--- src/rtl/alu_issue_ctrl.sv ---
// ALU issue controller: accepts register-register instructions, drives a combinational ALU,
// and writes results back to an internal register file. Optional flags via ALU_FLAGS_EN.
module alu_issue_ctrl #(
  parameter int unsigned DATA_W = 16,
  parameter int unsigned REG_N  = 8
) (
  input  logic                       clk,
  input  logic                       rst_n,
  input  logic                       instr_valid,
  output logic                       instr_ready,
  input  logic [15:0]                instr,
  input  logic                       wr_en,
  input  logic [$clog2(REG_N)-1:0]   wr_addr,
  input  logic [DATA_W-1:0]          wr_data,
  input  logic [$clog2(REG_N)-1:0]   dbg_addr,
  output logic [DATA_W-1:0]          dbg_data,
  output logic [DATA_W-1:0]          alu_a,
  output logic [DATA_W-1:0]          alu_b,
  output logic [2:0]                 alu_op,
  input  logic [DATA_W-1:0]          alu_res,
  output logic                       done,
  output logic                       illegal
`ifdef ALU_FLAGS_EN
  ,
  output logic                       flag_z,
  output logic                       flag_n
`endif
);

  localparam int unsigned AW   = $clog2(REG_N);
  localparam int unsigned OP_W = 3;
  localparam logic [OP_W-1:0] OP_ILLEGAL = 3'd7;

  typedef enum logic [1:0] {IDLE, READ, EXEC, WB} state_t;

  state_t            state;
  logic [OP_W-1:0]   op_q;
  logic [AW-1:0]     rd_q;
  logic [AW-1:0]     rs1_q;
  logic [AW-1:0]     rs2_q;
  logic [DATA_W-1:0] res_q;
  logic [DATA_W-1:0] regs [REG_N];
  logic              accept_c;
  logic              unused_instr_bits;

  assign accept_c          = instr_valid && instr_ready;
  assign dbg_data          = regs[dbg_addr];
  assign unused_instr_bits = ^instr[3:0];

  // Sequencer, register file and ALU interface; WB write is last so it beats a host write
  always_ff @(posedge clk or negedge rst_n) begin
    if (!rst_n) begin
      state       <= IDLE;
      instr_ready <= 1'b1;
      done        <= 1'b0;
      illegal     <= 1'b0;
      op_q        <= '0;
      rd_q        <= '0;
      rs1_q       <= '0;
      rs2_q       <= '0;
      res_q       <= '0;
      alu_a       <= '0;
      alu_b       <= '0;
      alu_op      <= '0;
      for (int i = 0; i < REG_N; i++) regs[i] <= '0;
`ifdef ALU_FLAGS_EN
      flag_z      <= 1'b0;
      flag_n      <= 1'b0;
`endif
    end else begin
      done    <= 1'b0;
      illegal <= 1'b0;
      if (wr_en) regs[wr_addr] <= wr_data;
      case (state)
        IDLE: begin
          if (accept_c) begin
            op_q  <= instr[15:13];
            rd_q  <= AW'(instr[12:10]);
            rs1_q <= AW'(instr[9:7]);
            rs2_q <= AW'(instr[6:4]);
            if (instr[15:13] == OP_ILLEGAL) begin
              illegal <= 1'b1;
            end else begin
              state       <= READ;
              instr_ready <= 1'b0;
            end
          end
        end
        READ: begin
          alu_a  <= regs[rs1_q];
          alu_b  <= regs[rs2_q];
          alu_op <= op_q;
          state  <= EXEC;
        end
        EXEC: begin
          res_q <= alu_res;
          state <= WB;
        end
        WB: begin
          regs[rd_q]  <= res_q;
          done        <= 1'b1;
          instr_ready <= 1'b1;
          state       <= IDLE;
`ifdef ALU_FLAGS_EN
          flag_z      <= (res_q == '0);
          flag_n      <= res_q[DATA_W-1];
`endif
        end
        default: begin
          state       <= IDLE;
          instr_ready <= 1'b1;
        end
      endcase
    end
  end

endmodule

--- config.mk ---
export PLATFORM = sky130hd
export DESIGN_NAME = alu_issue_ctrl
export DESIGN_NICKNAME = d
export VERILOG_FILES = /design/src/rtl/alu_issue_ctrl.sv
export SDC_FILE = /design/constraint.sdc
export NUM_CORES = 1
export LEC_CHECK = 0
export CAP_MARGIN = 20
export CORE_MARGIN = 8
export CORE_UTILIZATION = 45
export CTS_BUF_LIST = sky130_fd_sc_hd__clkbuf_4
export DETAILED_ROUTE_END_ITERATION = 16
export GPL_ROUTABILITY_DRIVEN = 0
export PLACE_DENSITY = 0.65
export SLEW_MARGIN = 20
export SYNTH_ARGS = -nofsm -noshare
export SYNTH_HDL_FRONTEND = slang
export SYNTH_SLANG_ARGS = --single-unit
--- constraint.sdc ---
create_clock -name clk -period 2.01 [get_ports clk]
set_input_delay 0.402 -clock clk [delete_from_list [all_inputs] [get_ports clk]]
set_output_delay 0.402 -clock clk [all_outputs]
set_load 0.05 [all_outputs]
==> results of run 1 <==
==> layout make-up <==
| type | count | area share, % |
|---|---|---|
| multi-input combinational | 787 | 42.9 |
| inverter | 4 | 0.101 |
| antenna | 1 | 0.0168 |
| clock buffer | 18 | 0.905 |
| timing repair buffer | 290 | 19.4 |
| tap | 341 | 2.86 |
| sequential | 196 | 32.9 |
| clock inverter | 14 | 0.896 |
==> power by group <==
part	internal [uW]	switching, uW
Combinational	7260	8190
Clock	558	1550
Sequential	5950	1940
==> cell usage after synthesis (2+ instances only) <==
| cell type | n |
|---|---|
| mux2i_1 | 224 |
| dfrtp_1 | 195 |
| clkbuf_1 | 68 |
| nor2_1 | 68 |
| nor2b_1 | 66 |
| a21oi_1 | 65 |
| nand2_1 | 64 |
| o21ai_0 | 55 |
| mux2_2 | 48 |
| nand3_1 | 34 |
| buf_2 | 33 |
| a211o_1 | 32 |
| a22oi_1 | 32 |
| a41o_1 | 32 |
| mux4_1 | 25 |
| buf_6 | 13 |
| buf_4 | 12 |
| o21ai_1 | 9 |
| mux4_2 | 7 |
| nand4b_1 | 6 |
| and4bb_2 | 5 |
| buf_1 | 4 |
| ha_1 | 4 |
| inv_1 | 4 |
| a31oi_1 | 3 |
| nand2b_1 | 2 |
| nor4b_2 | 2 |
==> cells in the final DEF (no fill, tap or decap), drive strengths merged, types with 21 or more instances in the layout <==
master and count:
nor2 68, clkdlybuf4s50 50, o21ai 64, mux4 32, nand2 64, a41o 32, dfrtp 195, nand3 34
mux2 48, a211o 32, a22oi 32, nor2b 66, buf 211, mux2i 224, clkbuf 21, a21oi 65
==> critical path: stages (launching register included) <==
cell	delay (ns)
dfrtp_1	0.47
mux4_2	0.50
mux2_4	0.30
buf_6	0.15
==> kinds of logic (layout without fill, tap and decap cells) <==
logic type      count (synthesis)  count (layout)  share of synthesized area (%)
compound gates                229             229                           12.6
fa+ha+maj                       4               4                          0.416
buf+inv                       135             326                           5.87
flops                         196             196                           40.7
mux                           304             304                           29.9
other cells                     0               1                              0
simple gates                  250             250                           10.5
==> stage by stage <==
step	total power (uW)	std cells
floorplan	16600	1118
global placement	20700	1500
detailed placement	20900	1500
CTS	25100	1645
global route	26800	1651
finish	25400	1651
==> routing by layer <==
layer / track usage, % / vias up / routed length (um)
li1: - / 4441 / -
met1: 32.9 / 5007 / 17200
met2: 38.4 / 528 / 18200
met3: 5.28 / 75 / 3510
met4: 8.07 / 0 / 974
met5: 0 / - / 0
==> flip-flops by register name, summed over array words and instances, names as in the netlist <==
register     count
instr_ready      1
alu_a           16
alu_op           3
alu_b           16
rd_q             3
rs1_q            3
state            2
regs           128
illegal          1
res_q           16
op_q             3
rs2_q            3
done             1
==> worst max path at each step <==
stage / startpoint / to / slack [ns] / cells past startpoint
after floorplan: dbg_addr[1] / dbg_data[0] / 0.03 / 4
after global placement: dbg_addr[1] / dbg_data[12] / -0.44 / 5
after detailed placement: dbg_addr[1] / dbg_data[12] / -0.44 / 5
after CTS: regs[74] / dbg_data[10] / -0.44 / 3
after global routing: regs[74] / dbg_data[10] / -0.46 / 3
final: regs[74] / dbg_data[10] / -0.41 / 3
==> what timing repair did <==
action | in CTS | in global routing
gates cloned | 1 | 0
gates resized for setup | 101 | 9
hold endpoints to repair | 39 | 0
buffers inserted | 111 | 5
setup endpoints to repair | 41 | 23
hold buffers | 1 | 0
==> impl_metrics.ini, run 1 <==
[outcome]
status = complete, but fails checks
violations = negative setup slack

[logic_synthesis]
synth_edf_count = 0
syn_nets = 1180
synth_top_area_cell = dfrtp_1
ys_warn_count = 0
synth_top_area_share_pct = 40.5
synth_area_per_cell_um2 = 10.8
synthTopCellsByArea = dfrtp_1 41%, mux2i_1 19%, mux4_1 5.5%, mux2_2 4.5%, nor2b_1 3.4%
synthCells = 1118
ys_async_sr_fraction_pct = 100
yosysSeqAreaShare_pct = 40.7
synth_top_flop_cell = dfrtp_1
synth_area_um2 = 12000
synth-seq-cells = 196
yosysUniqueCellTypes = 33

[global_routing]
grt_pass1_vias = 10000
overflow = 0
grt_max_degree = 65
grt_antenna_before_repair = 1
grt_pass1_wl_mm = 61.3
grt.total_usage_pct = 24.3

[cells_and_area]
n_fill_cell = 2289
utilization_pct = 56.1
seq_area_um2 = 4910
layout.nets = 1358
multiInputGateArea_um2 = 6410
drive_gt1_share_pct = 26.0
fin_area_um2 = 14900
syn_to_final_growth_pct = 24.1

[cts]
clock-root-buffer = clkbuf_4
tritoncts = built
clkTransAtPathRegs_ns = 0.19
clk-insertion-delay-late_ns = 0.62
clk_path_buf_depth = 2
cts_sinks = 196
cts-buffers-inserted = 17
htreeDepth = 4

[sta]
period_share_pct = 121
setup_tns_ns = -5.75
finalMaxSlewViolations = 0
maxSlewHeadroom_pct = 64.9
fin_crit_ns = 2.42
rsz0062_at_grt = yes
fin_ws_ns = -0.413
finClkSkew_ns = 0.0397
worst_pin_slew_ns = 0.528
final-hold-violation-count = 0
setup_viol = 16
whs_ns = 0.269
max_freq_mhz = 413

[floorplanning]
initial_utilization_pct = 45.2
die-area_um2 = 32200
core_um2 = 26700
row_count = 60
die_h_um = 180
ios = 112
die_w_um = 180

[detailed_routing]
drt-initial-drc-count = 1102
avgViaCountPerCell = 6.09
vias = 10100
dr.pass1.iters = 5
drtAntennaViolNets = 0
routed_wl_mm = 39.9
route.detailed.drc = 0
wl_per_cell_um = 24.2

[pwr]
power_density_nw_per_um2 = 1700
vdd_drop_max_v = 0.000747
p_leak_uw = 0.00673

[critical_path]
endpoint_kind = primary output
worstPathMaxFanout = 4
critPathRequiredTime_ns = 1.61
r2r_end = alu_a[3]
cp-start-kind = flip-flop
arrival_ns = 2.02
rrSetupSlack_ns = 0.33
rr_worst_depth = 4
r2r_start = rs1_q[0]
criticalPathCategory = flip-flop to primary output

[placement]
numPortBuffers = 107
post-place-ws_ns = -0.440
place_hpwl_mm = 24.4
place_area_um2 = 13700

[worst_hold_path]
hold_class = input pin to async pin

[run]
cap_violations = 0
Power figures use the tool's default switching activity.
==> run 2: changes to the inputs <==
--- a/config.mk
+++ b/config.mk
@@ -8,7 +8,7 @@
 export CAP_MARGIN = 20
 export CORE_MARGIN = 8
 export CORE_UTILIZATION = 45
-export CTS_BUF_LIST = sky130_fd_sc_hd__clkbuf_4
+export CTS_BUF_LIST = sky130_fd_sc_hd__clkbuf_4 sky130_fd_sc_hd__clkbuf_8
 export DETAILED_ROUTE_END_ITERATION = 16
 export GPL_ROUTABILITY_DRIVEN = 0
 export PLACE_DENSITY = 0.65
==> impl_metrics.ini, run 2 (same netlist as run 1, synthesis figures left out) <==
[outcome]
status = complete, but fails checks
violations = negative setup slack

[sta]
final-hold-violation-count = 0
maxSlewHeadroom_pct = 64.8
setup_tns_ns = -3.46
finClkSkew_ns = 0.0272
period_share_pct = 113
setup_viol = 16
finalMaxSlewViolations = 0
worst_pin_slew_ns = 0.530
fin_crit_ns = 2.27
max_freq_mhz = 441
rsz0062_at_grt = yes
fin_ws_ns = -0.258

[global_routing]
grt_pass1_vias = 9980
grt.total_usage_pct = 24.3
overflow = 0
grt_max_degree = 65
grt_antenna_before_repair = 0
grt_pass1_wl_mm = 61.1

[pwr]
p_int_uw = 14100
pwr-share-seq_pct = 30.6
vdd_drop_max_v = 0.000802
clkPwrFrac_pct = 9.7
p_sw_share_pct = 45.3
power_switching_uw = 11700
p_leak_uw = 0.00676
power_density_nw_per_um2 = 1720
pwr-share-comb_pct = 59.6

[cts]
clock-root-buffer = clkbuf_8
tritoncts = built
cts_sinks = 196
clkTransAtPathRegs_ns = 0.12
htreeDepth = 4
cts-buffers-inserted = 17
clk-insertion-delay-late_ns = 0.49
clk_path_buf_depth = 2

[detailed_routing]
vias = 9993
wl_per_cell_um = 24.1
drt-initial-drc-count = 958
dr.pass1.iters = 6
avgViaCountPerCell = 6.06
drtAntennaViolNets = 0
route.detailed.drc = 0
routed_wl_mm = 39.7

[cells_and_area]
antenna_cells = 0
drive_gt1_share_pct = 25.7
layout_common_cells = 224 x mux2i_1, 193 x dfrtp_1, 161 x buf_4, 68 x nor2_1, 66 x nor2b_1
syn_to_final_growth_pct = 24.6
largest_reg_flops = 128
final_common_cell = mux2i_1
top_register = regs
layout.nets = 1357

[placement]
place_hpwl_mm = 24.4
post-place-ws_ns = -0.440
numPortBuffers = 107

[worst_hold_path]
hold_class = input pin to async pin

[floorplanning]
die-area_um2 = 32200
core_um2 = 26700
die_w_um = 180
die_h_um = 180
initial_utilization_pct = 45.2
row_count = 60
ios = 112

[critical_path]
critPathRequiredTime_ns = 1.61
criticalPathCategory = flip-flop to primary output
worstPathMaxFanout = 4
arrival_ns = 1.87
cp-start-kind = flip-flop
endpoint_kind = primary output

[run]
cap_violations = 0
[run 2: changes by cell type in the layout (fill, tap and decap cells not counted), moves of 2 or more]
cell / change
clkbuf_8: +17
clkbuf_2: -2
clkdlybuf4s15_1: -6
dlygate4sd2_1: +9
clkbuf_4: -17
[run 2: worst paths after layout]
path | from | endpoint | slack [ns] | cells after the start
min | rst_n | alu_a[0] | 0.41 | 2
max reg2reg | rs1_q[0] | alu_a[4] | 0.36 | 4
max in group asynchronous | rst_n | regs[110] | 0.99 | 3
min in group clk | op_q[2] | alu_op[2] | 0.51 | 1
min reg2reg | op_q[2] | alu_op[2] | 0.51 | 1
max | regs[74] | dbg_data[10] | -0.26 | 3
[run 2: power by group through the flow]
stage	registers (uW)	logic [uW]	clock network (uW)
finish	7900	15400	2520
global placement	8360	12400	0
floorplan	8460	8180	0
global route	8110	16300	2740
CTS	7780	15100	2570
detailed placement	8380	12600	0
[run 2: repair_timing]
| item | 4_1_cts | 5_1_grt |
|---|---|---|
| hold endpoints to repair | 38 | 0 |
| hold buffers | 1 | 0 |
| buffers inserted | 109 | 7 |
| endpoints found under the setup margin | 41 | 16 |
| cloned | 0 | 0 |
| gates resized for setup | 94 | 2 |
[run 2: area by class of cell]
class	count	area [um2]
Inverter	4	15.0
Sequential cell	196	4910
Timing Repair Buffer	289	2860
Fill cell	2272	11600
Multi-Input combinational cell	787	6410
Clock buffer	18	241
Tap cell	341	427
Clock inverter	14	134
[run 2: metrics by stage]
step | total power, uW | hold slack, ns | utilization [%] | std cells | cell area (um2)
2_1_floorplan | 16600 | 0.106 | - | 1118 | 12000
3_3_place_gp | 20700 | 0.385 | 51.4 | 1500 | 13700
3_5_place_dp | 20900 | 0.383 | 51.4 | 1500 | 13700
4_1_cts | 25500 | 0.415 | 56.1 | 1642 | 15000
5_1_grt | 27200 | 0.424 | 56.3 | 1649 | 15000
6_report | 25800 | 0.414 | 56.3 | 1649 | 15000
[run 2: per-layer routing]
metal	share of wire [%]	GRT usage [%]	vias up
met1	43	32.9	4931
met5	0	0	-
met4	2.8	7.74	0
li1	-	-	4426
met2	45	37.9	543
met3	8.9	5.77	93
[run 2: worst max-delay path, stage by stage (launching register included)]
cell	delay, ns
dfrtp_1	0.44
mux4_2	0.49
mux2_4	0.30
buf_6	0.15
